## src/rtl/core_sram_controller_if.sv

```systemverilog
// Request/response bundle between the core, the management bus and the 1RW SRAM macro.
// The controller uses the slave view; requesters and the macro model use master.
interface core_sram_controller_if #(
  parameter int SRAM_ADDRESS_SIZE = 8
);
  logic [31:0]                  core_address;
  logic [3:0]                   core_byteSelect;
  logic                         core_writeEnable;
  logic                         core_readEnable;
  logic [31:0]                  core_dataWrite;
  logic [31:0]                  core_dataRead;
  logic                         core_busy;
  logic                         core_addressError;

  logic                         management_enable;
  logic                         management_writeEnable;
  logic [3:0]                   management_byteSelect;
  logic [31:0]                  management_address;
  logic [31:0]                  management_writeData;
  logic [31:0]                  management_readData;
  logic                         management_ack;

  logic                         sram_csb;
  logic                         sram_web;
  logic [3:0]                   sram_wmask;
  logic [SRAM_ADDRESS_SIZE-1:0] sram_addr;
  logic [31:0]                  sram_din;
  logic [31:0]                  sram_dout;

  modport slave (
    input  core_address, core_byteSelect, core_writeEnable, core_readEnable, core_dataWrite,
    output core_dataRead, core_busy, core_addressError,
    input  management_enable, management_writeEnable, management_byteSelect,
    input  management_address, management_writeData,
    output management_readData, management_ack,
    output sram_csb, sram_web, sram_wmask, sram_addr, sram_din,
    input  sram_dout
  );

  modport master (
    output core_address, core_byteSelect, core_writeEnable, core_readEnable, core_dataWrite,
    input  core_dataRead, core_busy, core_addressError,
    output management_enable, management_writeEnable, management_byteSelect,
    output management_address, management_writeData,
    input  management_readData, management_ack,
    input  sram_csb, sram_web, sram_wmask, sram_addr, sram_din,
    output sram_dout
  );
endinterface

```

## src/rtl/core_sram_controller.sv

```systemverilog
// Two-cycle arbiter (issue, complete) from core and management ports onto one 1RW SRAM.
// Management wins ties; out-of-range addresses complete with an error and never touch the macro.
module core_sram_controller #(
  parameter int SRAM_ADDRESS_SIZE = 8
) (
  input  logic                   clk,
  input  logic                   rst,
  core_sram_controller_if.slave  bus
);

  typedef enum logic [1:0] {IDLE, CORE_DONE, MGMT_DONE} state_t;

  state_t     state_q, state_d;
  logic       err_q, err_d;
  logic       wr_q, wr_d;
  logic [3:0] mask_q, mask_d;

  logic        core_req;
  logic        sel_mgmt;
  logic [31:0] sel_addr;
  logic [3:0]  sel_bs;
  logic        sel_we;
  logic [31:0] sel_wd;
  logic        in_range;
  logic        unused_addr_bits;

  function automatic logic [31:0] lanes(input logic [3:0] b);
    return {{8{b[3]}}, {8{b[2]}}, {8{b[1]}}, {8{b[0]}}};
  endfunction

  // Word-aligned addresses: the low two bits carry no information.
  assign unused_addr_bits = ^{bus.core_address[1:0], bus.management_address[1:0]};

  assign core_req = (bus.core_readEnable | bus.core_writeEnable) && (bus.core_byteSelect != 4'b0000);
  assign sel_mgmt = bus.management_enable;
  assign sel_addr = sel_mgmt ? bus.management_address     : bus.core_address;
  assign sel_bs   = sel_mgmt ? bus.management_byteSelect  : bus.core_byteSelect;
  assign sel_we   = sel_mgmt ? bus.management_writeEnable : bus.core_writeEnable;
  assign sel_wd   = sel_mgmt ? bus.management_writeData   : bus.core_dataWrite;
  assign in_range = (sel_addr[31:SRAM_ADDRESS_SIZE+2] == '0);

  always_ff @(posedge clk) begin
    if (rst) begin
      state_q <= IDLE;
      err_q   <= 1'b0;
      wr_q    <= 1'b0;
      mask_q  <= 4'b0000;
    end else begin
      state_q <= state_d;
      err_q   <= err_d;
      wr_q    <= wr_d;
      mask_q  <= mask_d;
    end
  end

  always_comb begin
    state_d                 = state_q;
    err_d                   = err_q;
    wr_d                    = wr_q;
    mask_d                  = mask_q;
    bus.sram_csb            = 1'b1;
    bus.sram_web            = 1'b1;
    bus.sram_wmask          = 4'b0000;
    bus.sram_addr           = '0;
    bus.sram_din            = 32'h0;
    bus.core_busy           = 1'b0;
    bus.core_addressError   = 1'b0;
    bus.core_dataRead       = 32'h0;
    bus.management_ack      = 1'b0;
    bus.management_readData = 32'h0;

    // Outputs are gated by rst so a reset landing in a DONE state suppresses the pulse.
    case (state_q)
      IDLE: begin
        if (!rst && (sel_mgmt || core_req)) begin
          state_d = sel_mgmt ? MGMT_DONE : CORE_DONE;
          err_d   = !in_range;
          wr_d    = sel_we;
          mask_d  = sel_bs;
          if (in_range) begin
            bus.sram_csb   = 1'b0;
            bus.sram_web   = !sel_we;
            bus.sram_wmask = sel_we ? sel_bs : 4'b0000;
            bus.sram_addr  = sel_addr[SRAM_ADDRESS_SIZE+1:2];
            bus.sram_din   = sel_wd;
          end
        end
      end
      CORE_DONE: begin
        state_d = IDLE;
        if (!rst) begin
          bus.core_busy         = 1'b1;
          bus.core_addressError = err_q;
          if (!err_q && !wr_q) bus.core_dataRead = bus.sram_dout & lanes(mask_q);
        end
      end
      MGMT_DONE: begin
        state_d = IDLE;
        if (!rst) begin
          bus.management_ack = 1'b1;
          if (!wr_q) bus.management_readData = err_q ? 32'hFFFF_FFFF : (bus.sram_dout & lanes(mask_q));
        end
      end
      default: state_d = IDLE;
    endcase
  end

endmodule

```

## src/flat_wrapper.sv

```systemverilog
// flat-port wrapper written by rule: the top's interface ports become plain ports
module core_sram_controller_flat 
#(
  parameter int SRAM_ADDRESS_SIZE = 8
)
  (clk, rst, bus_core_address, bus_core_byteSelect, bus_core_writeEnable, bus_core_readEnable, bus_core_dataWrite, bus_core_dataRead, bus_core_busy, bus_core_addressError, bus_management_enable, bus_management_writeEnable, bus_management_byteSelect, bus_management_address, bus_management_writeData, bus_management_readData, bus_management_ack, bus_sram_csb, bus_sram_web, bus_sram_wmask, bus_sram_addr, bus_sram_din, bus_sram_dout);
  core_sram_controller_if #(.SRAM_ADDRESS_SIZE(SRAM_ADDRESS_SIZE)) bus_i ();
  input  logic clk;
  input  logic rst;
  input wire logic [$bits(bus_i.core_address)-1:0] bus_core_address;
  input wire logic [$bits(bus_i.core_byteSelect)-1:0] bus_core_byteSelect;
  input wire logic [$bits(bus_i.core_writeEnable)-1:0] bus_core_writeEnable;
  input wire logic [$bits(bus_i.core_readEnable)-1:0] bus_core_readEnable;
  input wire logic [$bits(bus_i.core_dataWrite)-1:0] bus_core_dataWrite;
  output wire logic [$bits(bus_i.core_dataRead)-1:0] bus_core_dataRead;
  output wire logic [$bits(bus_i.core_busy)-1:0] bus_core_busy;
  output wire logic [$bits(bus_i.core_addressError)-1:0] bus_core_addressError;
  input wire logic [$bits(bus_i.management_enable)-1:0] bus_management_enable;
  input wire logic [$bits(bus_i.management_writeEnable)-1:0] bus_management_writeEnable;
  input wire logic [$bits(bus_i.management_byteSelect)-1:0] bus_management_byteSelect;
  input wire logic [$bits(bus_i.management_address)-1:0] bus_management_address;
  input wire logic [$bits(bus_i.management_writeData)-1:0] bus_management_writeData;
  output wire logic [$bits(bus_i.management_readData)-1:0] bus_management_readData;
  output wire logic [$bits(bus_i.management_ack)-1:0] bus_management_ack;
  output wire logic [$bits(bus_i.sram_csb)-1:0] bus_sram_csb;
  output wire logic [$bits(bus_i.sram_web)-1:0] bus_sram_web;
  output wire logic [$bits(bus_i.sram_wmask)-1:0] bus_sram_wmask;
  output wire logic [$bits(bus_i.sram_addr)-1:0] bus_sram_addr;
  output wire logic [$bits(bus_i.sram_din)-1:0] bus_sram_din;
  input wire logic [$bits(bus_i.sram_dout)-1:0] bus_sram_dout;
  assign bus_i.core_address = bus_core_address;
  assign bus_i.core_byteSelect = bus_core_byteSelect;
  assign bus_i.core_writeEnable = bus_core_writeEnable;
  assign bus_i.core_readEnable = bus_core_readEnable;
  assign bus_i.core_dataWrite = bus_core_dataWrite;
  assign bus_core_dataRead = bus_i.core_dataRead;
  assign bus_core_busy = bus_i.core_busy;
  assign bus_core_addressError = bus_i.core_addressError;
  assign bus_i.management_enable = bus_management_enable;
  assign bus_i.management_writeEnable = bus_management_writeEnable;
  assign bus_i.management_byteSelect = bus_management_byteSelect;
  assign bus_i.management_address = bus_management_address;
  assign bus_i.management_writeData = bus_management_writeData;
  assign bus_management_readData = bus_i.management_readData;
  assign bus_management_ack = bus_i.management_ack;
  assign bus_sram_csb = bus_i.sram_csb;
  assign bus_sram_web = bus_i.sram_web;
  assign bus_sram_wmask = bus_i.sram_wmask;
  assign bus_sram_addr = bus_i.sram_addr;
  assign bus_sram_din = bus_i.sram_din;
  assign bus_i.sram_dout = bus_sram_dout;
  core_sram_controller #(.SRAM_ADDRESS_SIZE(SRAM_ADDRESS_SIZE)) u_core (.clk(clk), .rst(rst), .bus(bus_i));
endmodule
```

## config.mk

```make
export PLATFORM = sky130hd
export DESIGN_NAME = core_sram_controller_flat
export DESIGN_NICKNAME = d
export VERILOG_FILES = /design/src/rtl/core_sram_controller_if.sv /design/src/rtl/core_sram_controller.sv /design/src/flat_wrapper.sv
export SDC_FILE = /design/constraint.sdc
export NUM_CORES = 1
export LEC_CHECK = 0
export ABC_AREA = 1
export CORE_AREA = 2 2 112 114
export DETAILED_ROUTE_END_ITERATION = 6
export DIE_AREA = 0 0 114 116
export HOLD_SLACK_MARGIN = 0.05
export PLACE_DENSITY = 0.67
export SETUP_SLACK_MARGIN = 0.02
export SYNTH_ARGS = -nofsm -noshare
export SYNTH_HDL_FRONTEND = slang
export SYNTH_SLANG_ARGS = --single-unit
```

## constraint.sdc

```tcl
create_clock -name clk -period 1.75 [get_ports clk]
set_clock_uncertainty 0.15 [all_clocks]
set_input_delay 0.2625 -clock clk [delete_from_list [all_inputs] [get_ports clk]]
set_output_delay 0.2625 -clock clk [all_outputs]
set_load 0.005 [all_outputs]
```

# After elaboration in Yosys (flattened, before gate mapping)
# Index checks and enable logic that the tools add are counted.
# totals
in_bits	174
regBits	8
# op_classes
n_bitwise	3
reduce_logical	14
muxes	33
n_eq_ne	2
# op_table
cell	count
two-way mux 32 bit	12
bitwise AND 32 bit	1
two-way mux 8 bit	3
zero test 22 bit	1
two-way mux 4 bit	5
two-way mux 1 bit	12
zero test 1 bit	5
nonzero test 4 bit	1
logical AND 1 bit	3
equality test 2 x 1 -> 1 bit (second input constant)	1
equality test 2 bit (second input constant)	1
zero test 2 bit	1
two-way mux 2 bit	1
AND reduction 2 bit	1
OR reduction 2 bit	1
logical OR 1 bit	1
inverter 1 bit	1
bitwise OR 1 bit	1

# Logic depth before layout (Yosys ltp)
# depth
word_depth	6
depth_mapped	10
mapped_depth_nobuf	9

# Least setup slack after synthesis
# Ideal clock, no wire load.
# synth_path
path_kind	flip-flop to output port
from	register u_core.state_q[0]
to	output port bus_sram_addr[0]
stages_incl_launch_ff	7
setup_slack_ns	0.101
arrival_time_ns	1.237
path_buffers	1
path_cell_list	dfxtp_1 > nor3_1 > nand3_1 > inv_2 > nand3_2 > buf_6 > nor2_1
# synth_via
elab_chain_cells	2
# synth_lines
element	line_no	text
from (decl)	core_sram_controller.sv:13	state_t state_q, state_d;
from (signal assigned)	core_sram_controller.sv:49	state_q <= state_d;
zero test 2 bit	core_sram_controller.sv:73	case (state_q)
two-way mux 8 bit	core_sram_controller.sv:73	
to (decl)	flat_wrapper.sv:28	output wire logic [$bits(bus_i.sram_addr)-1:0] bus_sram_addr;
# Every way passes these cells.

# Worst setup path in the final report
# layout_path
from	register u_core.state_q[1]
to	output port bus_sram_din[19]
# layout_via
elab_chain_cells	2
# layout_lines
element	line_no	text
zero test 2 bit	core_sram_controller.sv:73	
two-way mux 32 bit	core_sram_controller.sv:73	
to (decl)	flat_wrapper.sv:29	output wire logic [$bits(bus_i.sram_din)-1:0] bus_sram_din;
# Every way passes these cells.

==> impl_metrics.csv <==
group,metric,value,unit
timing,setup_ws,-307,ps
timing,period_minus_slack,2060,ps
final_layout,drive_above_1_share,48.5,%
grt,use_met1,16.6,%
logic_synthesis,synthDistinctLibCells,22,
worst_setup_path,critPathRequiredTime,1340,ps
clock_tree,cts_tree,"yes",
detailed_routing,wl_per_cell,15.7,microns
logic_synthesis,synth_fp_nets,486,
logic_synthesis,synthCells,312,
timing,worst_slew_pin_slew,367,ps
logic_synthesis,synth_mux_area_share,23.2,%
clock_tree,clock_path_buffers,2,
min_path,whs_path_depth,2,
final_layout,antenna_cells,0,
timing,period_share,118,%
logic_synthesis,synthAdderAreaFrac,0,%
grt,grt.busiest_layer,"met2",
timing,final_hold_viol_count,0,
min_path,hp-class,"input port to register",
timing,drv_slew,0,
floorplanning,fp-row-count,40,
floorplanning,start_util,14.5,%
logic_synthesis,synth_top_family_by_area,"simple AND/OR/NAND/NOR gates",
worst_setup_path,reg2reg_to,"u_core.err_q",
timing,slew-limit-headroom,75.3,%
grt,grt_max_degree,43,
logic_synthesis,synth_area_per_cell,5.53,sq um
worst_setup_path,arrival,1640,ps
floorplanning,coreArea,0.0119,sq mm
timing,fin_hold_ws,167,ps
final_layout,final_common_cell,"clkdlybuf4s50_1",
logic_synthesis,synth_compound_area_share,13.1,%
worst_setup_path,worst_setup_path_end_kind,"output port",
final_layout,final_cell_area,0.00565,sq mm
logic_synthesis,ys_ff_latch,8,
timing,max_freq,486,MHz
final_layout,final_cell_mix,"117 x clkdlybuf4s50_1, 93 x buf_2, 45 x nor2_1, 41 x nand2_1",
grt,grt_antenna_before_repair,0,
place,dpl.hpwl,8.73,mm
detailed_routing,first_pass_iters,4,
clock_tree,clock-sinks,8,
floorplanning,die_x,114,microns
power,pwr_density_cell,280,mW/mm^2
worst_setup_path,r2r_start,"u_core.state_q[1]",
grt,met3_usage,3.29,%
grt,grt_pass1_vias,3375,
floorplanning,die_h,116,microns
logic_synthesis,seq_area_frac_synth,9.28,%
floorplanning,io_pins,287,
grt,grt_first_pass_wirelength,16.9,mm
outcome,status,"finished with violations",
detailed_routing,via_per_inst,4.29,
detailed_routing,wl,12.6,mm
outcome,violations,"setup timing",
worst_setup_path,worstRegToRegCells,10,
worst_setup_path,rrSetupSlack,120,ps
logic_synthesis,netlist_area,0.00173,sq mm
detailed_routing,final_antenna_net_count,0,
grt,use_met2,33.0,%
logic_synthesis,synthXorXnorAreaFrac,0,%
worst_setup_path,critPathKind,"register to output port",
timing,grt_setup_unrepaired,"true",
power,leakagePower,2.73,nW
logic_synthesis,yosys.area_share.simple,43.0,%
job,cap_violations,0,
logic_synthesis,synth_warnings,0,
place,pre_cts_ws,-876,ps
clock_tree,clkTransAtPathRegs,30,ps
final_layout,num-nets-final,830,
worst_setup_path,worstPathMaxFanout,6,
clock_tree,cts-htree-levels,1,
power,vdd_drop_max,273,uV
timing,fin_setup_tns,-17830,ps
min_path,holdPathEnd,"u_core.state_q[1]",
place,gp_congestion,0.837,
clock_tree,clock_latency,230,ps
grt,grt_usage,16.0,%
place,port_buffers,282,
place,placedInstanceArea,0.00486,sq mm
worst_setup_path,cp-start-kind,"register",
floorplanning,dieArea,0.0132,sq mm
min_path,hp-start,"rst",
detailed_routing,drt-initial-drc-count,91,
detailed_routing,drcViolationCount,0,
final_layout,syn_to_final_growth,227,%
grt,grt_overflow,0,
clock_tree,numCtsBuffers,3,
detailed_routing,dr_total_vias,3436,
timing,setup_viol_count_final,95,
clock_tree,root_buffer,"clkbuf_16",
==> worst max-delay path by stage <==
stage | endpoint | start | depth (start not counted) | slack (ps)
2_1_floorplan | bus_sram_addr[0] | u_core.state_q[0] | 6 | 100
6_report | bus_sram_din[19] | u_core.state_q[1] | 9 | -310
3_5_place_dp | bus_management_readData[10] | rst | 6 | -880
4_1_cts | bus_sram_din[21] | u_core.state_q[1] | 7 | -570
3_3_place_gp | bus_management_readData[10] | rst | 6 | -880
5_1_grt | bus_sram_din[19] | u_core.state_q[1] | 9 | -360
==> critical path, cell delays in order, from the launching register on <==
cell and delay, ps:
dfxtp_4 350, buf_12 120, nor3_4 110, nand3_2 100
inv_2 90, nand3_4 80, buf_8 150, clkbuf_16 180
nor2_4 100, clkbuf_2 110
==> routing by layer <==
layer / vias to the layer above / wire length (microns)
met1: 1579 / 4540
met5: - / 0
li1: 1687 / -
met2: 158 / 6940
met3: 12 / 977
met4: 0 / 135
==> sequential cells by signal (all words and copies together), names as in the netlist <==
signal          flops
u_core.err_q        1
u_core.mask_q       4
u_core.state_q      2
u_core.wr_q         1
==> logic make-up (layout without fill, tap and decap cells) <==
kind of cell           Yosys count  in the layout
multiplexers                    40             40
flip-flops                       8              8
AND/OR/NAND/NOR                179            179
buffers and inverters           42            384
AO/OA/AOI/OAI                   43             43
==> area by class of cell <==
cell class / instances / area, sq um
Fill cell: 1198 / 6270
Multi-Input combinational cell: 262 / 1890
Sequential cell: 8 / 168
Timing Repair Buffer: 362 / 3240
Tap cell: 147 / 184
Inverter: 19 / 80.1
Clock buffer: 3 / 75.1
==> through the flow <==
stage / instances / util [%] / power (mW)
6_report: 801 / 47.4 / 1.58
5_1_grt: 801 / 47.4 / 1.68
4_1_cts: 775 / 44.4 / 1.49
3_5_place_dp: 744 / 40.8 / 1.01
3_3_place_gp: 744 / 40.8 / 1.00
2_1_floorplan: 312 / - / 0.458
==> cell usage after synthesis (all sizes together) <==
library cell,instances,area (sq um)
o21ai,6,30.0
nand4,1,6.26
nor4,1,6.26
nor3,4,20.0
clkbuf,13,48.8
nor2,114,453
nand2,44,165
or2,3,18.8
o21a,4,30.0
mux2i,40,400
inv,18,67.6
nand3,9,50.1
a21oi,33,165
clkinv,1,3.75
nand3b,3,22.5
buf,10,77.6
dfxtp,8,160
==> power by group <==
group          switching [mW]  internal (mW)  leakage, nW
clock network          0.0929          0.295       0.0370
registers              0.0296          0.200       0.0676
logic                   0.392          0.573         2.62
==> what timing repair did <==
action                                  4_1_cts  5_1_grt
gates resized for setup                     471      218
endpoints found under the setup margin      113      113
pin swaps                                    20       24
hold endpoints to repair                      0        0
hold buffers                                  0        0
cloned                                        5        7
setup buffers                                23       28
(Power assumes the default switching activity.)
